[config.mk]
export PLATFORM = sky130hd
export DESIGN_NAME = alu_bist_ctrl
export DESIGN_NICKNAME = d
export VERILOG_FILES = /design/src/rtl/alu_bist_pkg.sv /design/src/rtl/bist_misr32.sv /design/src/rtl/alu_bist_ctrl.sv
export SDC_FILE = /design/constraint.sdc
export NUM_CORES = 1
export LEC_CHECK = 0
export CORE_MARGIN = 2
export CORE_UTILIZATION = 56
export DETAILED_ROUTE_END_ITERATION = 7
export HOLD_SLACK_MARGIN = 0.06
export PLACE_DENSITY = 0.85
export SYNTH_ARGS = -nofsm -noshare
export SYNTH_HDL_FRONTEND = slang
export SYNTH_SLANG_ARGS = --single-unit
[constraint.sdc]
create_clock -name clk -period 3.14 [get_ports clk]
set_input_delay 0.785 -clock clk [delete_from_list [all_inputs] [get_ports clk]]
set_output_delay 0.785 -clock clk [all_outputs]
set_load 0.02 [all_outputs]
[src/rtl/alu_bist_pkg.sv]
// Shared types and helpers for the execute-stage ALU logic BIST.
// Holds the FSM encoding, default constants and the Galois step functions.
package alu_bist_pkg;

    typedef enum logic [2:0] {
        IDLE    = 3'd0,
        DRAIN   = 3'd1,
        RUN     = 3'd2,
        FLUSH   = 3'd3,
        COMPARE = 3'd4,
        DONE    = 3'd5
    } state_t;

    localparam logic [31:0] POLY_DEF   = 32'h8020_0003;
    localparam logic [31:0] GOLDEN_DEF = 32'h81c6_f051;
    localparam logic [31:0] SEED_DEF   = 32'hACE1_0001;

    // Right-shifting Galois step used to generate patterns.
    function automatic logic [31:0] lfsr_step(
        input logic [31:0] value,
        input logic [31:0] poly
    );
        return (value >> 1) ^ (value[0] ? poly : 32'h0);
    endfunction

    // Left-shifting Galois step used to compact results.
    function automatic logic [31:0] misr_step(
        input logic [31:0] value,
        input logic [31:0] poly
    );
        return {value[30:0], 1'b0} ^ (value[31] ? poly : 32'h0);
    endfunction

endpackage

[src/rtl/bist_misr32.sv]
// 32-bit multiple-input signature register for ALU result compaction.
// Clear has priority over the compaction enable.
module bist_misr32
    import alu_bist_pkg::*;
#(
    parameter logic [31:0] POLY = POLY_DEF
) (
    input  logic        clk,
    input  logic        rst,
    input  logic        clr,
    input  logic        en,
    input  logic [31:0] data,
    output logic [31:0] sig
);

    always_ff @(posedge clk or negedge rst) begin
        if (!rst) begin
            sig <= 32'h0;
        end else if (clr) begin
            sig <= 32'h0;
        end else if (en) begin
            sig <= misr_step(sig, POLY) ^ data;
        end
    end

endmodule

[src/rtl/alu_bist_ctrl.sv]
// Pseudorandom logic BIST sequencer for the primary execute-stage ALU.
// Define ALU_BIST_TIMEOUT_EN to add the DRAIN timeout and bist_timeout output.
module alu_bist_ctrl
    import alu_bist_pkg::*;
#(
    parameter int          N_PATTERNS  = 255,
    parameter int          ALU_LATENCY = 1,
    parameter logic [31:0] LFSR_SEED   = SEED_DEF,
    parameter logic [31:0] GOLDEN_SIG  = GOLDEN_DEF,
    parameter logic [31:0] POLY        = POLY_DEF
`ifdef ALU_BIST_TIMEOUT_EN
    ,
    parameter int          TIMEOUT_CYC = 1024
`endif
) (
    input  logic        clk,
    input  logic        rst,
    input  logic        bist_start,
    input  logic        stall_ack,
    input  logic [31:0] alu_result,
    output logic        stall_req,
    output logic        test_en,
    output logic [31:0] pattern_a,
    output logic [31:0] pattern_b,
    output logic [2:0]  pattern_op,
    output logic        bist_done,
    output logic        bist_pass,
    output logic        fault_flag
`ifdef ALU_BIST_TIMEOUT_EN
    ,
    output logic        bist_timeout
`endif
);

    localparam logic [15:0] LAST_PAT = 16'(N_PATTERNS - 1);
    localparam logic [15:0] N_SMP    = 16'(N_PATTERNS);

    state_t                 state, state_n;
    logic [31:0]            lfsr;
    logic [15:0]            pat_cnt;
    logic [15:0]            smp_cnt;
    logic [ALU_LATENCY-1:0] valid_pipe;
    logic [31:0]            sig;
    logic                   smp_en;
    logic                   start_run;
    logic                   last_pat;
    logic                   all_smp;
    logic                   timeout_hit;

    assign smp_en    = valid_pipe[ALU_LATENCY-1];
    assign start_run = (state == DRAIN) && stall_ack;
    assign last_pat  = (pat_cnt == LAST_PAT);
    assign all_smp   = (smp_cnt == N_SMP);

`ifdef ALU_BIST_TIMEOUT_EN
    logic [31:0] to_cnt;

    assign timeout_hit = (state == DRAIN) && !stall_ack &&
                         (to_cnt == 32'(TIMEOUT_CYC - 1));

    always_ff @(posedge clk or negedge rst) begin
        if (!rst) begin
            to_cnt <= 32'h0;
        end else if (state != DRAIN) begin
            to_cnt <= 32'h0;
        end else begin
            to_cnt <= to_cnt + 32'h1;
        end
    end
`else
    assign timeout_hit = 1'b0;
`endif

    always_ff @(posedge clk or negedge rst) begin
        if (!rst) state <= IDLE;
        else      state <= state_n;
    end

    always_comb begin
        state_n = state;
        unique case (state)
            IDLE:    if (bist_start) state_n = DRAIN;
            DRAIN: begin
                if (stall_ack)        state_n = RUN;
                else if (timeout_hit) state_n = DONE;
            end
            RUN:     if (last_pat) state_n = FLUSH;
            FLUSH:   if (all_smp) state_n = COMPARE;
            COMPARE: state_n = DONE;
            DONE:    if (!bist_start) state_n = IDLE;
            default: state_n = IDLE;
        endcase
    end

    // lfsr runs one step ahead of the pattern registers it feeds.
    always_ff @(posedge clk or negedge rst) begin
        if (!rst) begin
            lfsr       <= LFSR_SEED;
            pat_cnt    <= 16'h0;
            smp_cnt    <= 16'h0;
            valid_pipe <= '0;
            pattern_a  <= 32'h0;
            pattern_b  <= 32'h0;
            pattern_op <= 3'h0;
        end else begin
            valid_pipe <= ALU_LATENCY'({valid_pipe, test_en});
            if (smp_en) smp_cnt <= smp_cnt + 16'h1;
            if (start_run) begin
                lfsr       <= lfsr_step(LFSR_SEED, POLY);
                pattern_a  <= LFSR_SEED;
                pattern_b  <= {LFSR_SEED[15:0], LFSR_SEED[31:16]};
                pattern_op <= LFSR_SEED[2:0];
                pat_cnt    <= 16'h0;
                smp_cnt    <= 16'h0;
            end else if (state == RUN && !last_pat) begin
                lfsr       <= lfsr_step(lfsr, POLY);
                pattern_a  <= lfsr;
                pattern_b  <= {lfsr[15:0], lfsr[31:16]};
                pattern_op <= lfsr[2:0];
                pat_cnt    <= pat_cnt + 16'h1;
            end
        end
    end

    always_ff @(posedge clk or negedge rst) begin
        if (!rst) begin
            stall_req  <= 1'b0;
            test_en    <= 1'b0;
            bist_done  <= 1'b0;
            bist_pass  <= 1'b0;
            fault_flag <= 1'b0;
        end else begin
            stall_req <= state_n inside {DRAIN, RUN, FLUSH, COMPARE};
            test_en   <= (state_n == RUN);
            bist_done <= (state_n == DONE);
            if (state == IDLE && bist_start) begin
                bist_pass  <= 1'b0;
                fault_flag <= 1'b0;
            end
            if (state == COMPARE) begin
                bist_pass  <= (sig == GOLDEN_SIG);
                fault_flag <= (sig != GOLDEN_SIG);
            end
        end
    end

`ifdef ALU_BIST_TIMEOUT_EN
    always_ff @(posedge clk or negedge rst) begin
        if (!rst) begin
            bist_timeout <= 1'b0;
        end else if (state == IDLE && bist_start) begin
            bist_timeout <= 1'b0;
        end else if (timeout_hit) begin
            bist_timeout <= 1'b1;
        end
    end
`endif

    bist_misr32 #(
        .POLY (POLY)
    ) u_misr (
        .clk  (clk),
        .rst  (rst),
        .clr  (start_run),
        .en   (smp_en),
        .data (alu_result),
        .sig  (sig)
    );

endmodule
---- Yosys cells after proc, flatten, opt, wreduce, memory -nomap -nowiden ----
Index checks and enable logic that the tools add are counted.
word-level totals
  register bits after elaboration ......... 172
  output and inout bits ................... 72
  word-level logic and storage cells ...... 67
operators by class
  add/subtract/negate cells ............... 2
  equal/unequal tests ..................... 14
  mux-type cells .......................... 25
  bitwise operators ....................... 3
  reductions and logical operators ........ 9
operator list
  cell                   count
  $mux 32                10
  $mux 16                4
  $xor 32x32->32         2
  $add 16x1->16 const B  2
  $eq 16x8->1 const B    2
  $eq 32x32->1 const B   1
  $ne 32x32->1 const B   1
  $xor 31x32->32         1
  $mux 3                 7
  $pmux 3 s6             1
  $eq 3x2->1 const B     4
  $eq 3x3->1 const B     4
  $eq 3x1->1 const B     2
  $reduce_bool 2->1      3
  $reduce_bool 4->1      1
  $logic_and 1x1->1      3
  $logic_not 3->1        1
  $mux 1                 3
  $logic_not 1->1        1

---- Longest topological paths before layout ----
Gate-level depths: netlist of run 1.
  word-level depth ........................ 5
  depth in mapped cells ................... 9
  gate-level depth less buffers ........... 7

---- By module ----
Synthesis of run 1 repeated with hierarchy kept, for this count alone.
unflattened totals
  cell total of the unflattened synthesis .. 591
  area total of the unflattened synthesis .. 5,890.6 um^2
modules (own cells, without submodules)
  module         instances  cells each  area each (um^2)
  alu_bist_ctrl  1          449         4,327.9
  bist_misr32    1          142         1,562.7

---- Worst setup path before layout of run 1 ----
Ideal clock, no wire load.
  path kind ............................... reg-to-reg
  start point ............................. register state[2]
  end point ............................... register pat_cnt[14]
  setup time .............................. 0.078 ns
  arrival ................................. 1.853 ns
  slack ................................... 1.209 ns
  stages on the path, launching flop included .. 6
  buffers on the path ..................... 1
  clock period less this slack ............ 1.931 ns
  path through ............................ dfrtp_1 or3b_1 buf_2 or4_4 or3_1 a21oi_1
on the way
  longest elaborated chain between the ends .. 3
  elaborated cells between the ends (all ways) .. 6
  classes of those cells .................. eq/ne (2); mux (1); reduce/logical (3)
RTL lines
  what                                                 RTL line                                   text
  start: declaration                                   alu_bist_ctrl.sv:38                        state_t state, state_n;
  start signal: assignment                             alu_bist_ctrl.sv:76                        else state <= state_n;
  $eq 3x1->1 / $eq 3x2->1 (equally long branches)      alu_bist_ctrl.sv:51, alu_bist_ctrl.sv:115
  $logic_and 1x1->1, on equally long branches          alu_bist_ctrl.sv:51, alu_bist_ctrl.sv:115
  $mux 16 / $reduce_bool 2->1 (equally long branches)  -
  end signal: assignment                               alu_bist_ctrl.sv:120                       pat_cnt <= pat_cnt + 16'h1;
  end: declaration                                     alu_bist_ctrl.sv:40                        logic [15:0] pat_cnt;
Parallel ways exist; a longest one is shown, timed or not.
A chain may end at the register's enable or synchronous reset.

==> results of run 1 <==
==> cell families after synthesis <==
group	count (synthesis)
xor+xnor	46
simple gates	151
flops	115
mux	9
buf+inv	98
compound gates	117
fa+ha+maj	4
==> per-layer routing <==
layer	vias to the layer above	routed length, um	GRT usage
met3	15	553	0.0536
met4	0	122	0.0533
met5	-	0	0
met2	139	6670	0.406
li1	1988	-	-
met1	2185	5350	0.319
==> per-stage QoR <==
| step | setup slack [ns] | hold WS, ns |
|---|---|---|
| 2_1_floorplan | 1.21 | 0.460 |
| 3_3_place_gp | 0.694 | 0.358 |
| 3_5_place_dp | 0.657 | 0.370 |
| 4_1_cts | 0.702 | 0.266 |
| 5_1_grt | 0.658 | 0.283 |
| 6_report | 0.726 | 0.255 |
==> sequential cells by signal, summed over array words and instances, names as in the netlist <==
register and cells:
smp_en 1, bist_pass 1, smp_cnt 16, bist_done 1
state 3, pat_cnt 16, fault_flag 1, u_misr.sig 32
pattern_a 31, pattern_b 1, test_en 1, lfsr 10
stall_req 1
==> area by class of cell <==
type | count | area [sq um]
Sequential cell | 115 | 2890
Fill cell | 687 | 2680
Multi-Input combinational cell | 327 | 2270
Timing Repair Buffer | 116 | 1160
Clock buffer | 20 | 445
Tap cell | 133 | 166
Clock inverter | 12 | 156
Inverter | 13 | 48.8
==> synthesized netlist by cell type (2+ instances only) <==
library cell  number
a211o_1            2
a211oi_1          29
a21oi_1           17
a22o_1            28
a2bb2oi_1          4
a31o_2             2
and2_1             2
and3_1             4
and4_1             7
buf_1              4
buf_2              6
buf_4             57
clkbuf_1          18
dfrtp_1          106
dfstp_2            9
ha_1               4
inv_1             12
mux2i_1            9
nand2_1           23
nand2b_1           2
nand3_1           11
nand4_1           13
nand4b_1           2
nor2_1            52
nor2b_1            5
nor3_1             5
nor3b_1            2
nor4_1             2
nor4b_1            2
nor4bb_1           4
o2111ai_1          2
o21ai_0           13
o221ai_1           6
o22a_1             3
o31ai_1            3
or3_1              6
or4_1              2
xnor2_1           39
xor2_1             7
==> final timing paths <==
kind / end / cells past startpoint / startpoint / slack, ns
max: pattern_b[19] / 1 / pattern_a[3] / 0.73
min: u_misr.sig[16] / 1 / rst / 0.25
max reg2reg: pattern_a[4] / 7 / pat_cnt[0] / 0.80
min reg2reg: smp_en / 0 / test_en / 0.39
max in group asynchronous: lfsr[21] / 2 / rst / 2.15
min in group clk: smp_en / 0 / test_en / 0.39
==> power by group <==
| part | switching (W) | internal (W) | total, W |
|---|---|---|---|
| sequential | 0.000613 | 0.00210 | 0.00272 |
| combinational | 0.00165 | 0.00155 | 0.00320 |
| clock | 0.000690 | 0.00125 | 0.00194 |
| total | 0.00295 | 0.00490 | 0.00785 |
==> flow_summary.toml, run 1 <==
[yosys]
synth_xor_area_frac = 0.0705
synthMuxAreaShare = 0.0158
synth_ff_type = "dfrtp_1"
synth_fa_ha_area_frac = 0.00876
synth_edf_count = 0
synth_top_cell_by_area = "dfrtp_1"
synth_nets = 580
yosys_warnings = 0
ys_ff_latch = 115
synth_top_family_by_area = "compound AO/OA/AOI/OAI gates"
synth.area.top_cells = "dfrtp_1 46%, buf_4 7.5%, xnor2_1 6.0%"
synth.avg_cell_area_sq_um = 10.6
synth-compound-area-share = 0.152
synth_cell_types = 55
synthCells = 540
ys_async_sr_fraction = 1.00
synth-simple-area-share = 0.144
ys_seq_area_frac = 0.506
synth_top_cell_area_share = 0.464
netlist_area_sq_mm = 0.00571

[placement]
io_buffers = 107
hpwl_um = 7970
dp.cells = 704
gp_congestion = 0.818
placed_area_sq_mm = 0.00653

[clock_network]
clk_path_buf_depth = 2
clk_latency_ns = 0.51
post_cts_buffers = 0
cts_root_buf = "clkbuf_8"
clkSlewWorstSetupHoldPaths_ns = 0.07
h-tree-depth = 4
cts-hold-fix-buffers = 0
cts_tree = "built"
cts_buffers = 17
clkSinkCount = 115
cts_resized = 0

[final_layout]
diodes = 0
nNetsFinal = 630
layout_commonest_cell = "clkdlybuf4s50_1"
area_growth_pct = 24.9
fin_area_sq_mm = 0.00714
drive_gt1_frac = 0.0995
utilization = 0.727
final_cell_mix = "106 x clkdlybuf4s50_1, 105 x dfrtp_1, 52 x nor2_1, 39 x xnor2_1, 29 x a211oi_1"
instances_no_fill = 736

[sta]
tightest_slew_ns = 0.729
rsz0062_at_grt = "false"
fin_worst_skew_ns = 0.0111
fmax_mhz = 414
slew_violations = 0
period_needed_ns = 2.41
relSlewSlack = 0.509
finalHoldViolations = 0
post-route-period-util = 0.769
setup_viol = 0
totalNegativeSetupSlack_ns = 0

[floorplan]
rows = 36
ios = 108
die_w_um = 105
core_region_area_sq_mm = 0.00982
start_util = 0.582
die_h_um = 105
die_area_sq_mm = 0.0110

[global_routing]
grt_max_degree = 62
antenna_found_initial = 0
grt_pass1_vias = 4220
grt_pass1_wl_um = 21400
grt_usage = 0.241
grt-ovfl-total = 0

[route]
drt_wl_total_um = 12700
drt_first_iter_violations = 246
post-route-drc-count = 0
final_antenna_net_count = 0
drt_pass1_iterations = 6
vias_per_cell = 5.88
vias = 4327
wl_per_cell_um = 17.3

[min_path]
hold_path.class = "in2async"

[critical_path]
cp_slowest_stage_delay_ns = 0.67
path_buf_inv = 1
crit_family = "buffers and inverters"
path_cells = "clkdlybuf4s50_1"
crit_required_ns = 2.35
worstPathArrival_ns = 1.63
cp_slowest_cell = "clkdlybuf4s50_1"
crit_fanout = 5
path_class = "reg2out"
crit_path_end_kind = "output pin"
start_kind = "register"

[job]
cap_violations = 0

[run_status]
outcome = "completed"

[power_and_ir_drop]
leakage_nw = 2.93
power_density_mw_per_mm2 = 1100
fin_total_pwr_w = 0.00785
ir_drop_uv = 798
No activity file was read; power rests on OpenSTA's default activity.
==> inputs of run 2 (changes only) <==
- CORE_UTILIZATION: 56 -> 52
- PLACE_DENSITY: 0.85 -> 0.8
- clock period: 3.14 -> 2.3 ns (I/O delays scaled with it)
==> run 2 against run 1 <==
Against the previous run:
- routed wire length decreased by 2.9%
- largest power group unchanged
- critical endpoint is now pattern_a[3]
- clock skew decreased by 0.0014 ns
- non-clock buffer count increased by 5
- flip-flop and latch count unchanged
- power increased by 36%
- via count decreased by 0.69%
- clock power increased by 30%
- combinational power increased by 41%
- design area increased by 0.44%
- sequential power increased by 36%
==> flow_summary.toml, run 2 (synthesized netlist as in run 1, its figures left out) <==
[clock_network]
cts_tree = "built"
h-tree-depth = 4
post_cts_buffers = 0
clk_path_buf_depth = 2
clkSlewWorstSetupHoldPaths_ns = 0.06
cts_buffers = 17
clkSinkCount = 115
cts_resized = 0
cts-hold-fix-buffers = 0
cts_root_buf = "clkbuf_8"
clk_latency_ns = 0.52

[global_routing]
grt_pass1_vias = 4118
grt-ovfl-total = 0
grt_usage = 0.222
grt_pass1_wl_um = 20400
antenna_found_initial = 0
grt_max_degree = 116

[power_and_ir_drop]
p_comb_frac = 0.420
clockPowerShare = 0.236
internal-power_w = 0.00663
seqPwrFrac = 0.344
p_sw_w = 0.00408
power_density_mw_per_mm2 = 1490
leakage_nw = 2.96
swShare = 0.381
ir_drop_uv = 854

[placement]
placed_area_sq_mm = 0.00659
gp_congestion = 0.797
dp_slack_ns = 0.119
hpwl_um = 8050
io_buffers = 107
dp.cells = 716

[final_layout]
largest_reg_flops = 32
final_cell_mix = "106 x clkdlybuf4s50_1, 105 x dfrtp_1, 52 x nor2_1, 39 x xnor2_1, 29 x a211oi_1"
instances_no_fill = 748
fin_area_sq_mm = 0.00717
diodes = 0
layout_commonest_cell = "clkdlybuf4s50_1"
largestRegisters = "u_misr.sig x32, pattern_a x31"
nNetsFinal = 635
regMostFlops = "u_misr.sig"
area_growth_pct = 25.4
drive_gt1_frac = 0.107

[sta]
rsz0062_at_grt = "false"
setup_viol = 0
fmax_mhz = 459
tightest_slew_ns = 0.629
post-route-period-util = 0.947
slew_violations = 0
finalHoldViolations = 0
fin_ws_ns = 0.123
period_needed_ns = 2.18
fin_worst_skew_ns = 0.00967
totalNegativeSetupSlack_ns = 0
hold_ws_ns = 0.145
relSlewSlack = 0.580

[route]
drt_pass1_iterations = 4
final_antenna_net_count = 0
drt_first_iter_violations = 309
drt_wl_total_um = 12300
post-route-drc-count = 0
vias = 4297
wl_per_cell_um = 16.5
vias_per_cell = 5.74

[critical_path]
cp_slowest_stage_delay_ns = 0.64
crit_fanout = 5
crit_path_end_kind = "output pin"
crit_family = "buffers and inverters"
path_buf_inv = 1
worstPathArrival_ns = 1.60
rr_startpoint = "state[2]"
rrSetupSlack_ns = 0.25
path_cells = "clkdlybuf4s50_1"
startpoint = "pattern_a[3]"
cp_slowest_cell = "clkdlybuf4s50_1"
crit_required_ns = 1.73
path_class = "reg2out"
start_kind = "register"

[min_path]
hold_path.class = "in2async"

[run_status]
outcome = "completed"

[floorplan]
core_region_area_sq_mm = 0.0108
start_util = 0.529
rows = 38
die_h_um = 109
die_w_um = 109
ios = 108
die_area_sq_mm = 0.0118

[job]
cap_violations = 0
-- run 2: final cells by class --
class / count / area (sq um)
sequential: 115 / 2890
fill: 782 / 3630
tap: 140 / 175
clock inverter: 14 / 156
clock buffer: 18 / 418
timing repair buffer: 121 / 1210
inverter: 13 / 48.8
multi-input combinational: 327 / 2270
-- run 2: layer usage --
layer,global-route usage,routed length [um],up-vias
met5,0,0,-
li1,-,-,2007
met3,0.0556,591,26
met1,0.294,5430,2124
met4,0.0760,236,0
met2,0.358,6080,140
-- run 2: final timing paths --
check,end,cells after the start
min in group clk,smp_en,0
hold reg to reg,smp_en,0
hold / removal,smp_cnt[14],2
setup reg to reg,pat_cnt[14],4
setup / recovery,pattern_a[3],1
max in group asynchronous,smp_en,2
-- run 2: power groups by stage --
stage | clock network [W] | registers (W) | logic [W]
final | 0.00252 | 0.00369 | 0.00450
after floorplan | 0 | 0.00357 | 0.00330
after global placement | 0 | 0.00362 | 0.00432
after detailed placement | 0 | 0.00368 | 0.00448
after global routing | 0.00266 | 0.00379 | 0.00490
after CTS | 0.00255 | 0.00368 | 0.00453
-- run 2: metrics by stage --
step / total power [W] / utilization
3_5_place_dp: 0.00817 / 0.611
2_1_floorplan: 0.00686 / -
6_report: 0.0107 / 0.664
4_1_cts: 0.0108 / 0.664
3_3_place_gp: 0.00795 / 0.611
5_1_grt: 0.0114 / 0.664
==> inputs of run 3 (changes only) <==
- CORE_ASPECT_RATIO: not set -> 1.75
- SKIP_LAST_GASP: not set -> 1
- TNS_END_PERCENT: not set -> 100
==> run 3 against run 2 <==
Against the previous run:
- global-route usage is 0.17 points higher
- setup slack gained 0.072 ns
- routed wire length up 1.5%
- count of clock-buffer cells in the layout rose by 1
- die area rose by 0.28%
- register-to-register slack lost 0.06 ns
- critical path type is now reg2reg
- largest cell class unchanged
- largest power group unchanged
- critical path depth increased by 6
- flip-flop and latch count stayed put
==> flow_summary.toml, run 3 (synthesized netlist as in run 1, its figures left out) <==
[power_and_ir_drop]
ir_drop_uv = 983
clockPowerShare = 0.261
swShare = 0.363
leakage_nw = 3.03
p_comb_frac = 0.409
p_sw_w = 0.00403
fin_total_pwr_w = 0.0111
internal-power_w = 0.00706
power_density_mw_per_mm2 = 1520
seqPwrFrac = 0.330

[placement]
gp_congestion = 0.807
placed_area_sq_mm = 0.00664
hpwl_um = 8570
dp.cells = 711
io_buffers = 107

[sta]
relSlewSlack = 0.519
fin_worst_skew_ns = 0.00779
finalHoldViolations = 0
setup_viol = 0
totalNegativeSetupSlack_ns = 0
tightest_slew_ns = 0.715
slew_violations = 0
fmax_mhz = 475
period_needed_ns = 2.11
rsz0062_at_grt = "false"
post-route-period-util = 0.915

[final_layout]
nFillCells = 779
final_cell_mix = "106 x clkdlybuf4s50_1, 105 x dfrtp_1, 52 x nor2_1, 39 x xnor2_1, 29 x a211oi_1"
largest_reg_flops = 32
instances_no_fill = 743
diodes = 0
drive_gt1_frac = 0.114
final-seq-area_sq_mm = 0.00289
fin_area_sq_mm = 0.00729
area_growth_pct = 27.6
nNetsFinal = 640
multi_input_area_sq_mm = 0.00227
largestRegisters = "u_misr.sig x32, pattern_a x31"
layout_commonest_cell = "clkdlybuf4s50_1"
regMostFlops = "u_misr.sig"

[clock_network]
h-tree-depth = 4
clk_path_buf_depth = 2
cts_tree = "built"
cts_resized = 0
clk_latency_ns = 0.41
cts_buffers = 17
clkSlewWorstSetupHoldPaths_ns = 0.05
cts-hold-fix-buffers = 0
post_cts_buffers = 0
cts_root_buf = "clkbuf_16"
clkSinkCount = 115

[global_routing]
grt_pass1_wl_um = 21100
antenna_found_initial = 0
grt-ovfl-total = 0
grt_pass1_vias = 4338
grt_usage = 0.224
grt_max_degree = 66

[critical_path]
path_cells = "inv_1, ha_1, nor2b_1, nand4_1, buf_4, o21ai_0, mux2i_1"
rrSetupSlack_ns = 0.19
worstPathArrival_ns = 2.36
crit_fanout = 5
r2r_cells = 7
crit_required_ns = 2.55
crit_path_end_kind = "register"
regToRegEndpoint = "pat_cnt[0]"
cp_slowest_cell = "o21ai_0"
start_kind = "register"
startpoint = "pat_cnt[0]"
path_class = "reg2reg"
setup.worst_path.end = "pat_cnt[0]"
rr_startpoint = "pat_cnt[0]"
cp_slowest_stage_delay_ns = 0.58

[min_path]
hold_path.class = "in2async"

[route]
drt_wl_total_um = 12500
final_antenna_net_count = 0
vias = 4317
drt_first_iter_violations = 269
vias_per_cell = 5.81
wl_met2_um = 6890
wl_met3_um = 650
wl_per_cell_um = 16.9
met1_length_um = 4730
post-route-drc-count = 0
drt_pass1_iterations = 4
top_layer_used = "met4"

[floorplan]
die_h_um = 143
ios = 108
core_region_area_sq_mm = 0.0107
rows = 50
die_area_sq_mm = 0.0119
start_util = 0.534
die_w_um = 83.2

[run_status]
outcome = "completed"

[job]
cap_violations = 0
-- run 3: cell count changes in the layout (fill, tap and decap cells not counted), sizes merged --
cell | previous run | this run
inv | 15 | 14
clkbuf | 18 | 19
buf | 15 | 20
bufinv | 2 | 5
clkinv | 9 | 5
clkinvlp | 1 | 2
-- run 3: worst min path at each step --
stage             from             to  slack (ns)
6_report           rst  pattern_a[11]        0.11
5_1_grt            rst  pattern_a[11]        0.12
4_1_cts            rst  pattern_a[11]        0.11
3_5_place_dp   test_en         smp_en        0.40
3_3_place_gp   test_en         smp_en        0.39
2_1_floorplan      rst      bist_done        0.28
-- run 3: critical path, delay by kind of cell, from the launching register on --
kind | cells | cell delay, ns
compound gates | 1 | 0.58
flops | 1 | 0.41
simple gates | 2 | 0.34
buf+inv | 2 | 0.31
mux | 1 | 0.16
fa+ha+maj | 1 | 0.15
-- run 3: power groups by stage --
| stage | sequential [W] | combinational [W] | clock [W] |
|---|---|---|---|
| 2_1_floorplan | 0.00357 | 0.00330 | 0 |
| 3_3_place_gp | 0.00363 | 0.00439 | 0 |
| 3_5_place_dp | 0.00367 | 0.00454 | 0 |
| 4_1_cts | 0.00366 | 0.00458 | 0.00294 |
| 5_1_grt | 0.00378 | 0.00490 | 0.00304 |
| 6_report | 0.00366 | 0.00453 | 0.00290 |
-- run 3: final cells by class --
class	instances	share of cell area
multi-input combinational	327	0.311
inverter	13	0.00669
sequential	115	0.396
tap	130	0.0223
timing repair buffer	126	0.175
clock buffer	19	0.0607
clock inverter	13	0.0283
-- run 3: stage by stage --
stage | hold WS (ns) | setup slack [ns] | util
global placement | 0.387 | 0.252 | 0.621
CTS | 0.115 | 0.197 | 0.682
global route | 0.124 | 0.0223 | 0.682
finish | 0.114 | 0.195 | 0.682
detailed placement | 0.398 | 0.182 | 0.621
floorplan | 0.279 | 0.369 | -
-- run 3: per-layer routing --
metal | vias to the layer above | track usage
met1 | 2134 | 0.240
met4 | 0 | 0.0923
met3 | 17 | 0.0728
li1 | 2008 | -
met2 | 158 | 0.404
met5 | - | 0
